$ cat src/rtl/lcd_char_interface_if.sv
// Host write port and LCD pin bundle for the 2x16 character LCD driver.
// The host drives the W/WADD/Din write strobe; the driver owns the panel pins.
interface lcd_char_interface_if;
    logic       W;
    logic [5:0] WADD;
    logic [7:0] Din;
    logic [3:0] dataout;
    logic [2:0] control;

    modport master (output W, WADD, Din, input dataout, control);
    modport slave  (input W, WADD, Din, output dataout, control);
endinterface

$ cat src/rtl/lcd_char_interface.sv
// HD44780 2x16 driver in 4-bit write-only mode: power-up init, configuration,
// then an endless refresh of both lines from a 32-byte host-written buffer.
module lcd_char_interface #(
    parameter int PWRUP_CYC = 750000,
    parameter int INIT_GAP  = 205000,
    parameter int E_CYC     = 12,
    parameter int NIB_GAP   = 50,
    parameter int BYTE_GAP  = 2000,
    parameter int CLR_GAP   = 82000
) (
    input  logic                  clk,
    input  logic                  reset,
    lcd_char_interface_if.slave   lcd_if
);

    function automatic int max2(input int a, input int b);
        return (a > b) ? a : b;
    endfunction

    localparam int CNT_MAX = max2(max2(max2(PWRUP_CYC, INIT_GAP), BYTE_GAP + CLR_GAP),
                                  max2(E_CYC, NIB_GAP));
    localparam int CNT_W   = $clog2(CNT_MAX + 1);

    localparam logic [CNT_W-1:0] PWRUP_LAST    = CNT_W'(PWRUP_CYC - 1);
    localparam logic [CNT_W-1:0] INIT_LAST     = CNT_W'(INIT_GAP - 1);
    localparam logic [CNT_W-1:0] E_LAST        = CNT_W'(E_CYC - 1);
    localparam logic [CNT_W-1:0] NIB_LAST      = CNT_W'(NIB_GAP - 1);
    localparam logic [CNT_W-1:0] BYTE_LAST     = CNT_W'(BYTE_GAP - 1);
    localparam logic [CNT_W-1:0] BYTE_CLR_LAST = CNT_W'(BYTE_GAP + CLR_GAP - 1);
    localparam logic [CNT_W-1:0] CNT_ZERO      = CNT_W'(0);
    localparam logic [CNT_W-1:0] CNT_ONE       = CNT_W'(1);

    typedef enum logic [2:0] {
        PWR_WAIT = 3'd0,
        INIT     = 3'd1,
        CFG      = 3'd2,
        ADDR1    = 3'd3,
        LINE1    = 3'd4,
        ADDR2    = 3'd5,
        LINE2    = 3'd6
    } state_e;

    typedef enum logic [1:0] {
        PH_SETUP = 2'd0,
        PH_E     = 2'd1,
        PH_HOLD  = 2'd2,
        PH_GAP   = 2'd3
    } phase_e;

    state_e           state_q, state_d;
    phase_e           phase_q, phase_d;
    logic [3:0]       step_q, step_d;
    logic             half_q, half_d;
    logic [CNT_W-1:0] cnt_q, cnt_d;
    logic [7:0]       byte_q, byte_d;
    logic [3:0]       dout_q, dout_d;
    logic             rs_q, rs_d;
    logic             e_q, e_d;
    logic [7:0]       char_q [32];

    logic [CNT_W-1:0] gap_last_s;
    logic             load_s;
    logic             advance_s;
    logic [7:0]       src_s;

    // Character buffer: reset fills with spaces, host writes land one cycle later.
    always_ff @(posedge clk) begin
        if (reset) begin
            for (int i = 0; i < 32; i++) begin
                char_q[i] <= 8'h20;
            end
        end else if (lcd_if.W && !lcd_if.WADD[5]) begin
            char_q[lcd_if.WADD[4:0]] <= lcd_if.Din;
        end else begin
            char_q <= char_q;
        end
    end

    // Sequencer and registered panel outputs.
    always_ff @(posedge clk) begin
        if (reset) begin
            state_q <= PWR_WAIT;
            phase_q <= PH_SETUP;
            step_q  <= 4'd0;
            half_q  <= 1'b0;
            cnt_q   <= CNT_ZERO;
            byte_q  <= 8'h00;
            dout_q  <= 4'h0;
            rs_q    <= 1'b0;
            e_q     <= 1'b0;
        end else begin
            state_q <= state_d;
            phase_q <= phase_d;
            step_q  <= step_d;
            half_q  <= half_d;
            cnt_q   <= cnt_d;
            byte_q  <= byte_d;
            dout_q  <= dout_d;
            rs_q    <= rs_d;
            e_q     <= e_d;
        end
    end

    // Gap after the current nibble; init nibbles are standalone, the clear command waits longer.
    always_comb begin
        gap_last_s = BYTE_LAST;
        if (state_q == INIT) begin
            gap_last_s = (step_q == 4'd3) ? BYTE_LAST : INIT_LAST;
        end else if (!half_q) begin
            gap_last_s = NIB_LAST;
        end else if ((state_q == CFG) && (step_q == 4'd3)) begin
            gap_last_s = BYTE_CLR_LAST;
        end else begin
            gap_last_s = BYTE_LAST;
        end
    end

    // Next-state logic: phase engine per nibble, step/state advance per byte.
    always_comb begin
        state_d   = state_q;
        phase_d   = phase_q;
        step_d    = step_q;
        half_d    = half_q;
        cnt_d     = cnt_q;
        byte_d    = byte_q;
        dout_d    = dout_q;
        rs_d      = rs_q;
        load_s    = 1'b0;
        advance_s = 1'b0;
        src_s     = 8'h00;

        case (state_q)
            PWR_WAIT: begin
                if (cnt_q == PWRUP_LAST) begin
                    state_d = INIT;
                    phase_d = PH_SETUP;
                    step_d  = 4'd0;
                    half_d  = 1'b0;
                    cnt_d   = CNT_ZERO;
                    load_s  = 1'b1;
                end else begin
                    cnt_d = cnt_q + CNT_ONE;
                end
            end
            default: begin
                case (phase_q)
                    PH_SETUP: begin
                        phase_d = PH_E;
                        cnt_d   = CNT_ZERO;
                    end
                    PH_E: begin
                        if (cnt_q == E_LAST) begin
                            phase_d = PH_HOLD;
                            cnt_d   = CNT_ZERO;
                        end else begin
                            cnt_d = cnt_q + CNT_ONE;
                        end
                    end
                    PH_HOLD: begin
                        phase_d = PH_GAP;
                        cnt_d   = CNT_ZERO;
                    end
                    PH_GAP: begin
                        if (cnt_q == gap_last_s) begin
                            cnt_d   = CNT_ZERO;
                            phase_d = PH_SETUP;
                            load_s  = 1'b1;
                            if ((state_q != INIT) && !half_q) begin
                                half_d = 1'b1;
                            end else begin
                                half_d    = 1'b0;
                                advance_s = 1'b1;
                            end
                        end else begin
                            cnt_d = cnt_q + CNT_ONE;
                        end
                    end
                    default: begin
                        phase_d = PH_SETUP;
                        cnt_d   = CNT_ZERO;
                    end
                endcase
            end
        endcase

        if (advance_s) begin
            case (state_q)
                INIT: begin
                    if (step_q == 4'd3) begin
                        state_d = CFG;
                        step_d  = 4'd0;
                    end else begin
                        step_d = step_q + 4'd1;
                    end
                end
                CFG: begin
                    if (step_q == 4'd3) begin
                        state_d = ADDR1;
                        step_d  = 4'd0;
                    end else begin
                        step_d = step_q + 4'd1;
                    end
                end
                ADDR1: begin
                    state_d = LINE1;
                    step_d  = 4'd0;
                end
                LINE1: begin
                    if (step_q == 4'd15) begin
                        state_d = ADDR2;
                        step_d  = 4'd0;
                    end else begin
                        step_d = step_q + 4'd1;
                    end
                end
                ADDR2: begin
                    state_d = LINE2;
                    step_d  = 4'd0;
                end
                LINE2: begin
                    if (step_q == 4'd15) begin
                        state_d = ADDR1;
                        step_d  = 4'd0;
                    end else begin
                        step_d = step_q + 4'd1;
                    end
                end
                default: begin
                    state_d = PWR_WAIT;
                    step_d  = 4'd0;
                end
            endcase
        end else begin
            step_d = step_d;
        end

        case (state_d)
            INIT:    src_s = (step_d == 4'd3) ? 8'h20 : 8'h30;
            CFG: begin
                case (step_d)
                    4'd0:    src_s = 8'h28;
                    4'd1:    src_s = 8'h06;
                    4'd2:    src_s = 8'h0C;
                    default: src_s = 8'h01;
                endcase
            end
            ADDR1:   src_s = 8'h80;
            LINE1:   src_s = char_q[{1'b0, step_d}];
            ADDR2:   src_s = 8'hC0;
            LINE2:   src_s = char_q[{1'b1, step_d}];
            default: src_s = 8'h00;
        endcase

        // The character is captured once per byte so both nibbles come from the same value.
        if (load_s) begin
            rs_d = (state_d == LINE1) || (state_d == LINE2);
            if (!half_d) begin
                byte_d = src_s;
                dout_d = src_s[7:4];
            end else begin
                dout_d = byte_q[3:0];
            end
        end else begin
            rs_d = rs_q;
        end

        e_d = (state_d != PWR_WAIT) && (phase_d == PH_E);
    end

    assign lcd_if.dataout = dout_q;
    assign lcd_if.control = {e_q, rs_q, 1'b0};

endmodule

$ cat src/flat_wrapper.sv
// flat-port wrapper written by rule: the top's interface ports become plain ports
module lcd_char_interface_flat 
#(
    parameter int PWRUP_CYC = 750000,
    parameter int INIT_GAP  = 205000,
    parameter int E_CYC     = 12,
    parameter int NIB_GAP   = 50,
    parameter int BYTE_GAP  = 2000,
    parameter int CLR_GAP   = 82000
)
  (clk, reset, lcd_if_W, lcd_if_WADD, lcd_if_Din, lcd_if_dataout, lcd_if_control);
  lcd_char_interface_if lcd_if_i ();
  input  logic clk;
  input  logic reset;
  input wire logic [$bits(lcd_if_i.W)-1:0] lcd_if_W;
  input wire logic [$bits(lcd_if_i.WADD)-1:0] lcd_if_WADD;
  input wire logic [$bits(lcd_if_i.Din)-1:0] lcd_if_Din;
  output wire logic [$bits(lcd_if_i.dataout)-1:0] lcd_if_dataout;
  output wire logic [$bits(lcd_if_i.control)-1:0] lcd_if_control;
  assign lcd_if_i.W = lcd_if_W;
  assign lcd_if_i.WADD = lcd_if_WADD;
  assign lcd_if_i.Din = lcd_if_Din;
  assign lcd_if_dataout = lcd_if_i.dataout;
  assign lcd_if_control = lcd_if_i.control;
  lcd_char_interface #(.PWRUP_CYC(PWRUP_CYC), .INIT_GAP(INIT_GAP), .E_CYC(E_CYC), .NIB_GAP(NIB_GAP), .BYTE_GAP(BYTE_GAP), .CLR_GAP(CLR_GAP)) u_core (.clk(clk), .reset(reset), .lcd_if(lcd_if_i));
endmodule
$ cat config.mk
export PLATFORM = sky130hd
export DESIGN_NAME = lcd_char_interface_flat
export DESIGN_NICKNAME = d
export VERILOG_FILES = /design/src/rtl/lcd_char_interface_if.sv /design/src/rtl/lcd_char_interface.sv /design/src/flat_wrapper.sv
export SDC_FILE = /design/constraint.sdc
export NUM_CORES = 1
export LEC_CHECK = 0
export CAP_MARGIN = 20
export CORE_MARGIN = 2
export CORE_UTILIZATION = 45
export CTS_CLUSTER_DIAMETER = 100
export DETAILED_ROUTE_END_ITERATION = 16
export PLACE_DENSITY_LB_ADDON = 0.05
export SYNTH_ARGS = -nofsm -noshare
export SYNTH_HDL_FRONTEND = slang
export SYNTH_SLANG_ARGS = --single-unit
$ cat constraint.sdc
create_clock -name clk -period 6.8 [get_ports clk]
set_clock_uncertainty 0.1 [all_clocks]
set_input_delay 1.36 -clock clk [delete_from_list [all_inputs] [get_ports clk]]
set_output_delay 1.36 -clock clk [all_outputs]
set_load 0.05 [all_outputs]
==> key figures, run 1 <==
Drt
  • WL/cell: approximately 21 um
  • First-pass iteration count of the detailed router: 5
  • Via Count: around 12000
  • 1st-iter DRT viols: slightly below 900
  • DRC: 0
  • Via-to-Cell Ratio: slightly below 6
  • ANT nets after route: 0
  • Routed Wire Length: between 40000 and 50000 um

STA
  • Tmin final: around 5000 ps
  • Pins Over Slew Limit: 0
  • Fin crit share: 74.0%
  • Least-Margin Pin Slew: 1120 ps
  • Setup TNS Final: 0 ps
  • Final hold viol count: 0
  • Slew headroom: roughly a quarter
  • Achievable frequency: approximately 200 MHz
  • Final setup vio count: 0
  • RSZ-0062 raised after global routing: no

Synthesis
  • Most frequent cells after synthesis: dfxtp_1 (296), nor2_1 (290), mux2i_1 (232), nand2_1 (199), clkbuf_1 (83)
  • Area share of the largest cell type after synthesis: roughly 42%
  • Syn Nets: around 1600
  • Synthesis Warnings: 0
  • Number of flops mapped to enable cells by yosys: 0
  • Leading area contributor after synthesis: dfxtp_1
  • Cells after Synth: between 1500 and 2000
  • Post-synthesis sequential area ratio: 42.4%
  • Ranking of synthesized cells by area: dfxtp_1 (42%), mux2i_1 (17%), nor2_1 (7.8%)
  • Prevailing post-synth register cell: dfxtp_1
  • Most common cell in the netlist: dfxtp_1
  • Synthesized cell area: 0.0140 mm2
  • Synth cell types: 80
  • Synthesized area per cell: between 8 and 9 um2
  • Async SR Flop Fraction: 0%
  • Yosys reg bits: ~300

Final layout
  • Total Nets Final: 1595
  • Layout fillers: around 3000
  • Diodes inserted: 0
  • Layout cells sized above 1: ~7.9%
  • Footprint of the multi-input gates: around 0.0075 mm2
  • Sequential Area: just under 0.006 mm2
  • Area Overhead vs Synth: 11.8%

Die
  • DIE AREA: around 0.032 mm2
  • Row cnt: between 60 and 70
  • Core Area: roughly 0.03 mm2
  • Starting density of the core: a little under half
  • Die height: about 180 um
  • Num ports: 24
  • Die X-Extent: approximately 180 um

Global routing
  • First-pass GRT wire length: 65600 um
  • GR Util All Layers: between 20% and 30%
  • Total grt overflow: 0
  • Initial antenna violation count: 0
  • Number of global-route vias before repair: roughly 11000
  • Largest net degree at the start of global routing: about 110

Worst setup path
  • Critical path endpoint category: flip-flop
  • Crit-path max cell delay: 730 ps
  • CP most frequent cell: a211oi_1
  • Startpoint types: flip-flop
  • CP Data Arrival Time: approximately 5400 ps
  • CP Data Required Time: 7120 ps
  • Critical path fanouts, max: 36
  • WS Path Type: reg2reg
  • CP Cell Sequence: ha_1 > nor3b_2 > o2111ai_1 > a211oi_2 > nand4_1 > o21ai_1 > nand2_2 > nor2_1 > a221oi_1 > a211oi_1 > a211oi_1 > a311oi_1
  • CP max stage cell: nor2_1

Placement
  • Post-DP HPWL: approximately 27000 um
  • Routability cong.: about 0.85
  • PortBufs: 22

Clock tree
  • Post-CTS setup buffer count: 0
  • Htree depth: 2
  • Max Root-Sink Buffers: 3
  • TritonCTS buffer count: 35
  • Clk_lat worst skew: ~510 ps
  • CTS resizes: 0
  • CTS clock-pin slew for the worst setup and hold paths: 60 ps
  • Root Driver: clkbuf_16
  • # clock sinks: approximately 300
  • CTS tree: built
  • Cts hold-fix bufs: 0

Worst hold path
  • Hold Path Class: reg2reg

Power
  • LEAKAGE: 6.00 nW
  • Max rail drop VDD: ~0.00017 V
  • PwrDens: roughly 240 mW/mm2
  • Pwr Total: around 0.0038 W

Status
  • Status: finished, final reports clean

Run
  • Max_cap viols: 0
[layout by cell type (no fill, tap or decap), drive strengths merged, types with 24 or more instances in the layout]
| master | instances |
|---|---|
| buf | 27 |
| o221ai | 24 |
| clkbuf | 53 |
| nand3 | 76 |
| dfxtp | 296 |
| and3 | 35 |
| a211o | 30 |
| a21oi | 36 |
| mux2i | 233 |
| nand2 | 200 |
| nor2 | 292 |
[metrics by stage]
stage | hold WS [ps] | util (%) | cells | setup slack (ps) | cell area (um2)
after floorplan | 333 | - | 1609 | 3250 | 14000
after global placement | 342 | 47.1 | 1932 | 1820 | 14400
after detailed placement | 347 | 47.1 | 1932 | 1800 | 14400
after CTS | 356 | 51.0 | 1992 | 1780 | 15600
after global routing | 374 | 51.1 | 1995 | 1380 | 15600
final | 352 | 51.1 | 1995 | 1770 | 15600
[per-layer routing]
metal / share of wire, % / global-route usage, %
met1: 46 / 34.2
met2: 47 / 42.0
met3: 4.6 / 4.08
met4: 2.5 / 7.19
met5: 0 / 0
[worst paths after layout]
path                                                 startpoint                              end  slack (ps)  cells after the start
worst min-delay path            u_core.char_q[244]$_SDFFE_PP0P_  u_core.char_q[244]$_SDFFE_PP0P_         350                      2
worst max register to register      u_core.step_q[0]$_SDFF_PP0_    u_core.byte_q[3]$_SDFFE_PP0P_        1770                     12
worst max-delay path                u_core.step_q[0]$_SDFF_PP0_    u_core.byte_q[3]$_SDFFE_PP0P_        1770                     12
worst min register to register  u_core.char_q[244]$_SDFFE_PP0P_  u_core.char_q[244]$_SDFFE_PP0P_         350                      2
[state kept, by name, indices dropped and copies added, names as in the netlist]
name,count
u_core.char_q,256
u_core.cnt_q,20
u_core.half_q,1
u_core.step_q,4
u_core.lcd_if.dataout,4
u_core.state_q,3
u_core.phase_q,2
u_core.rs_q,1
u_core.byte_q,4
u_core.e_q,1
[power breakdown]
part / internal, W / switching, W / total (W)
Sequential: 0.00174 / 0.00000679 / 0.00175
Combinational: 0.0000352 / 0.0000974 / 0.000133
Clock: 0.00120 / 0.000733 / 0.00193
Total: 0.00298 / 0.000837 / 0.00381
[worst max-delay path: cells and delay by family (launching register included)]
kind | cells | cell delay [ps]
flip-flops | 1 | 420
AO/OA/AOI/OAI | 7 | 1900
adder cells (fa/ha/maj) | 1 | 260
AND/OR/NAND/NOR | 4 | 2270
[final cells by class]
type | instances | area share, %
Timing Repair Buffer | 50 | 2.84
Clock inverter | 9 | 0.785
Clock buffer | 51 | 6.84
Tap cell | 396 | 3.17
Sequential cell | 296 | 37.9
Multi-Input combinational cell | 1182 | 48.2
Inverter | 11 | 0.264
[kinds of logic after synthesis]
| family | Yosys count | synth area share [%] |
|---|---|---|
| AO/OA/AOI/OAI | 212 | 11.5 |
| XOR/XNOR | 21 | 1.32 |
| adder cells (fa/ha/maj) | 2 | 0.179 |
| buffers and inverters | 131 | 3.96 |
| flip-flops | 296 | 42.4 |
| multiplexers | 244 | 18.0 |
| other | 1 | 0.0269 |
| AND/OR/NAND/NOR | 702 | 22.6 |
(Power assumes the default switching activity.)
==> inputs of run 2 (changes only) <==
==> constraint.sdc (replaced) <==
create_clock -name clk -period 4.9 [get_ports clk]
set_clock_uncertainty 0.1 [all_clocks]
set_input_delay 0.98 -clock clk [delete_from_list [all_inputs] [get_ports clk]]
set_output_delay 0.98 -clock clk [all_outputs]
set_load 0.05 [all_outputs]
==> key figures, run 2 (synthesis gave the netlist of run 1 again) <==
Status
  • Status: finished, final reports clean

Final layout
  • Max reg flops: 256 (unchanged)
  • Layout cells sized above 1: 9.19% (+1.2 points)
  • Diodes inserted: 0 (unchanged)
  • Total Nets Final: 1615 (+1.3%)
  • Final core utilization: 51.8% (+0.75 points)
  • Register with the most flip-flops: u_core.char_q
  • Top flop regs: u_core.char_q (256), u_core.cnt_q (20)
  • Final instance area: 0.0158 mm2 (+1.5%)
  • Commonest non-fill, non-tap cell in the layout: dfxtp_1
  • Area Overhead vs Synth: 13.5%
  • Most frequent cells in the layout: dfxtp_1 (296), nor2_1 (290), mux2i_1 (231)

Drt
  • Via Count: 11731 (+1.5%)
  • Via-to-Cell Ratio: 5.82 (+0.37%)
  • 1st-iter DRT viols: 969 (+12%)
  • ANT nets after route: 0 (unchanged)
  • Routed Wire Length: 42300 um (+0.76%)
  • DRC: 0 (unchanged)
  • WL/cell: 21.0 um (-0.34%)
  • First-pass iteration count of the detailed router: 5 (unchanged)

Die
  • Die height: 180 um (unchanged)
  • Starting density of the core: 45.7% (unchanged)
  • Core Area: 0.0306 mm2 (unchanged)
  • Die X-Extent: 180 um (unchanged)
  • Row cnt: 64 (unchanged)
  • Num ports: 24 (unchanged)
  • DIE AREA: 0.0325 mm2 (unchanged)

Global routing
  • GR Util All Layers: 25.3% (-0.029 points)
  • GRT busiest layer: met2
  • Met2 GRT Util: 41.3% (-0.72 points)
  • Largest net degree at the start of global routing: 142 (+35%)
  • Initial antenna violation count: 0 (unchanged)
  • First-pass GRT wire length: 65700 um (+0.19%)
  • Total grt overflow: 0 (unchanged)
  • Met1 Track Usage GR: 35.4% (+1.2 points)
  • Number of global-route vias before repair: 11117 (-0.86%)
  • GR Util met3: 2.85% (-1.2 points)

Power
  • Switching portion of total power: 22.2% (+0.27 points)
  • LEAKAGE: 6.13 nW (+2.2%)
  • Comb pwr share: 3.4% (about the same)
  • P_sw: 0.00119 W (+43%)
  • Max rail drop VDD: 0.000254 V (+50%)
  • Clock power share: 51.4% (+0.7 points)
  • Flop pwr share: 45.2% (-0.7 points)
  • Internal Power: 0.00418 W (+40%)
  • PwrDens: 339 mW/mm2 (+39%)

Worst hold path
  • Hold_sp: u_core.char_q[244]$_SDFFE_PP0P_
  • WHS Endpoint: u_core.char_q[244]$_SDFFE_PP0P_
  • Hold Path Class: reg2reg
  • Hold depth: 2 (unchanged)

Clock tree
  • CTS clock-pin slew for the worst setup and hold paths: 60 ps (about the same)
  • TritonCTS buffer count: 36 (+2.9%)
  • Cts hold-fix bufs: 0 (unchanged)
  • Clk_lat worst skew: 520 ps (about the same)
  • Root Driver: clkbuf_16
  • Htree depth: 2 (unchanged)
  • # clock sinks: 296 (unchanged)
  • CTS tree: built
  • Max Root-Sink Buffers: 3 (unchanged)

Worst setup path
  • Crit Reg-Reg Startpoint: u_core.state_q[0]$_SDFF_PP0_
  • WS Path Type: reg2reg
  • Critical path endpoint category: flip-flop
  • CP Data Arrival Time: 4710 ps (-640 ps)
  • Startpoint types: flip-flop
  • Worst R2R Path Depth: 12 (unchanged)
  • CP Data Required Time: 5170 ps (-1950 ps)
  • Flop-to-flop setup slack: 470 ps (-1300 ps)
  • R2r endpoint: u_core.byte_q[2]$_SDFFE_PP0P_
  • Critical path fanouts, max: 22 (-39%)

Placement
  • Routability cong.: 0.827 (-3.0%)
  • DP Area: 0.0146 mm2 (+1.4%)
  • PortBufs: 22 (unchanged)
  • Post-DP HPWL: 27400 um (+1.9%)

Run
  • Max_cap viols: 0 (unchanged)

STA
  • WHS: 353 ps (+0.664 ps)
  • Setup TNS Final: 0 ps (unchanged)
  • Tmin final: 4430 ps (-600 ps)
  • Final setup vio count: 0 (unchanged)
  • Achievable frequency: 226 MHz (+14%)
  • Fin crit share: 90.5% (+16 points)
  • Least-Margin Pin Slew: 1050 ps (-68.3 ps)
  • RSZ-0062 raised after global routing: no
  • Final hold viol count: 0 (unchanged)
  • Slew headroom: 29.6% (+4.6 points)
  • Pins Over Slew Limit: 0 (unchanged)
run 2: through the flow:
step	total power (W)	cells	setup slack (ps)
finish	0.00538	2017	466
global placement	0.00266	1953	290
global route	0.00554	2017	108
detailed placement	0.00266	1953	221
floorplan	0.00259	1609	1350
CTS	0.00542	2016	241
run 2: power groups by stage:
stage	registers [W]	logic [W]	clock network (W)
final	0.00243	0.000182	0.00277
after global routing	0.00243	0.000195	0.00292
after CTS	0.00243	0.000183	0.00281
after detailed placement	0.00248	0.000183	0
after global placement	0.00248	0.000183	0
after floorplan	0.00248	0.000118	0
run 2: timing repair:
action	4_1_cts	5_1_grt
setup buffers	0	1
endpoints found under the hold margin	0	0
gates resized for setup	0	1
endpoints found under the setup margin	0	3
run 2: worst max path at each step:
| stage | from | endpoint | slack, ps | cells after the start |
|---|---|---|---|---|
| floorplan | u_core.step_q[0]$_SDFF_PP0_ | u_core.byte_q[1]$_SDFFE_PP0P_ | 1350 | 15 |
| global placement | u_core.step_q[0]$_SDFF_PP0_ | u_core.byte_q[2]$_SDFFE_PP0P_ | 290 | 13 |
| global route | u_core.step_q[0]$_SDFF_PP0_ | u_core.byte_q[1]$_SDFFE_PP0P_ | 110 | 13 |
| detailed placement | u_core.step_q[0]$_SDFF_PP0_ | u_core.byte_q[1]$_SDFFE_PP0P_ | 220 | 13 |
| finish | u_core.state_q[0]$_SDFF_PP0_ | u_core.byte_q[2]$_SDFFE_PP0P_ | 470 | 12 |
| CTS | u_core.step_q[0]$_SDFF_PP0_ | u_core.byte_q[1]$_SDFFE_PP0P_ | 240 | 13 |
run 2: routing by layer:
metal | vias up | routed length [um]
li1 | 5641 | -
met4 | 0 | 1080
met1 | 5759 | 19900
met3 | 62 | 1720
met5 | - | 0
met2 | 269 | 19700
run 2: final cells by class:
cell class	count	area, um2
fill	2972	14700
tap	396	495
clock buffer	50	1050
inverter	11	41.3
clock inverter	13	176
timing repair buffer	69	627
multi-input combinational	1182	7530
sequential	296	5930
run 2: worst max-delay path, stage by stage (launching register included):
cell and delay (ps):
dfxtp_1 540, or3b_1 550, o31a_1 340, a221oi_2 310, o211ai_2 250, nor2_1 340
mux2i_2 110, buf_4 250, o221ai_1 410, o22a_1 250, nor2_1 70, nor4_1 600
o211ai_1 170
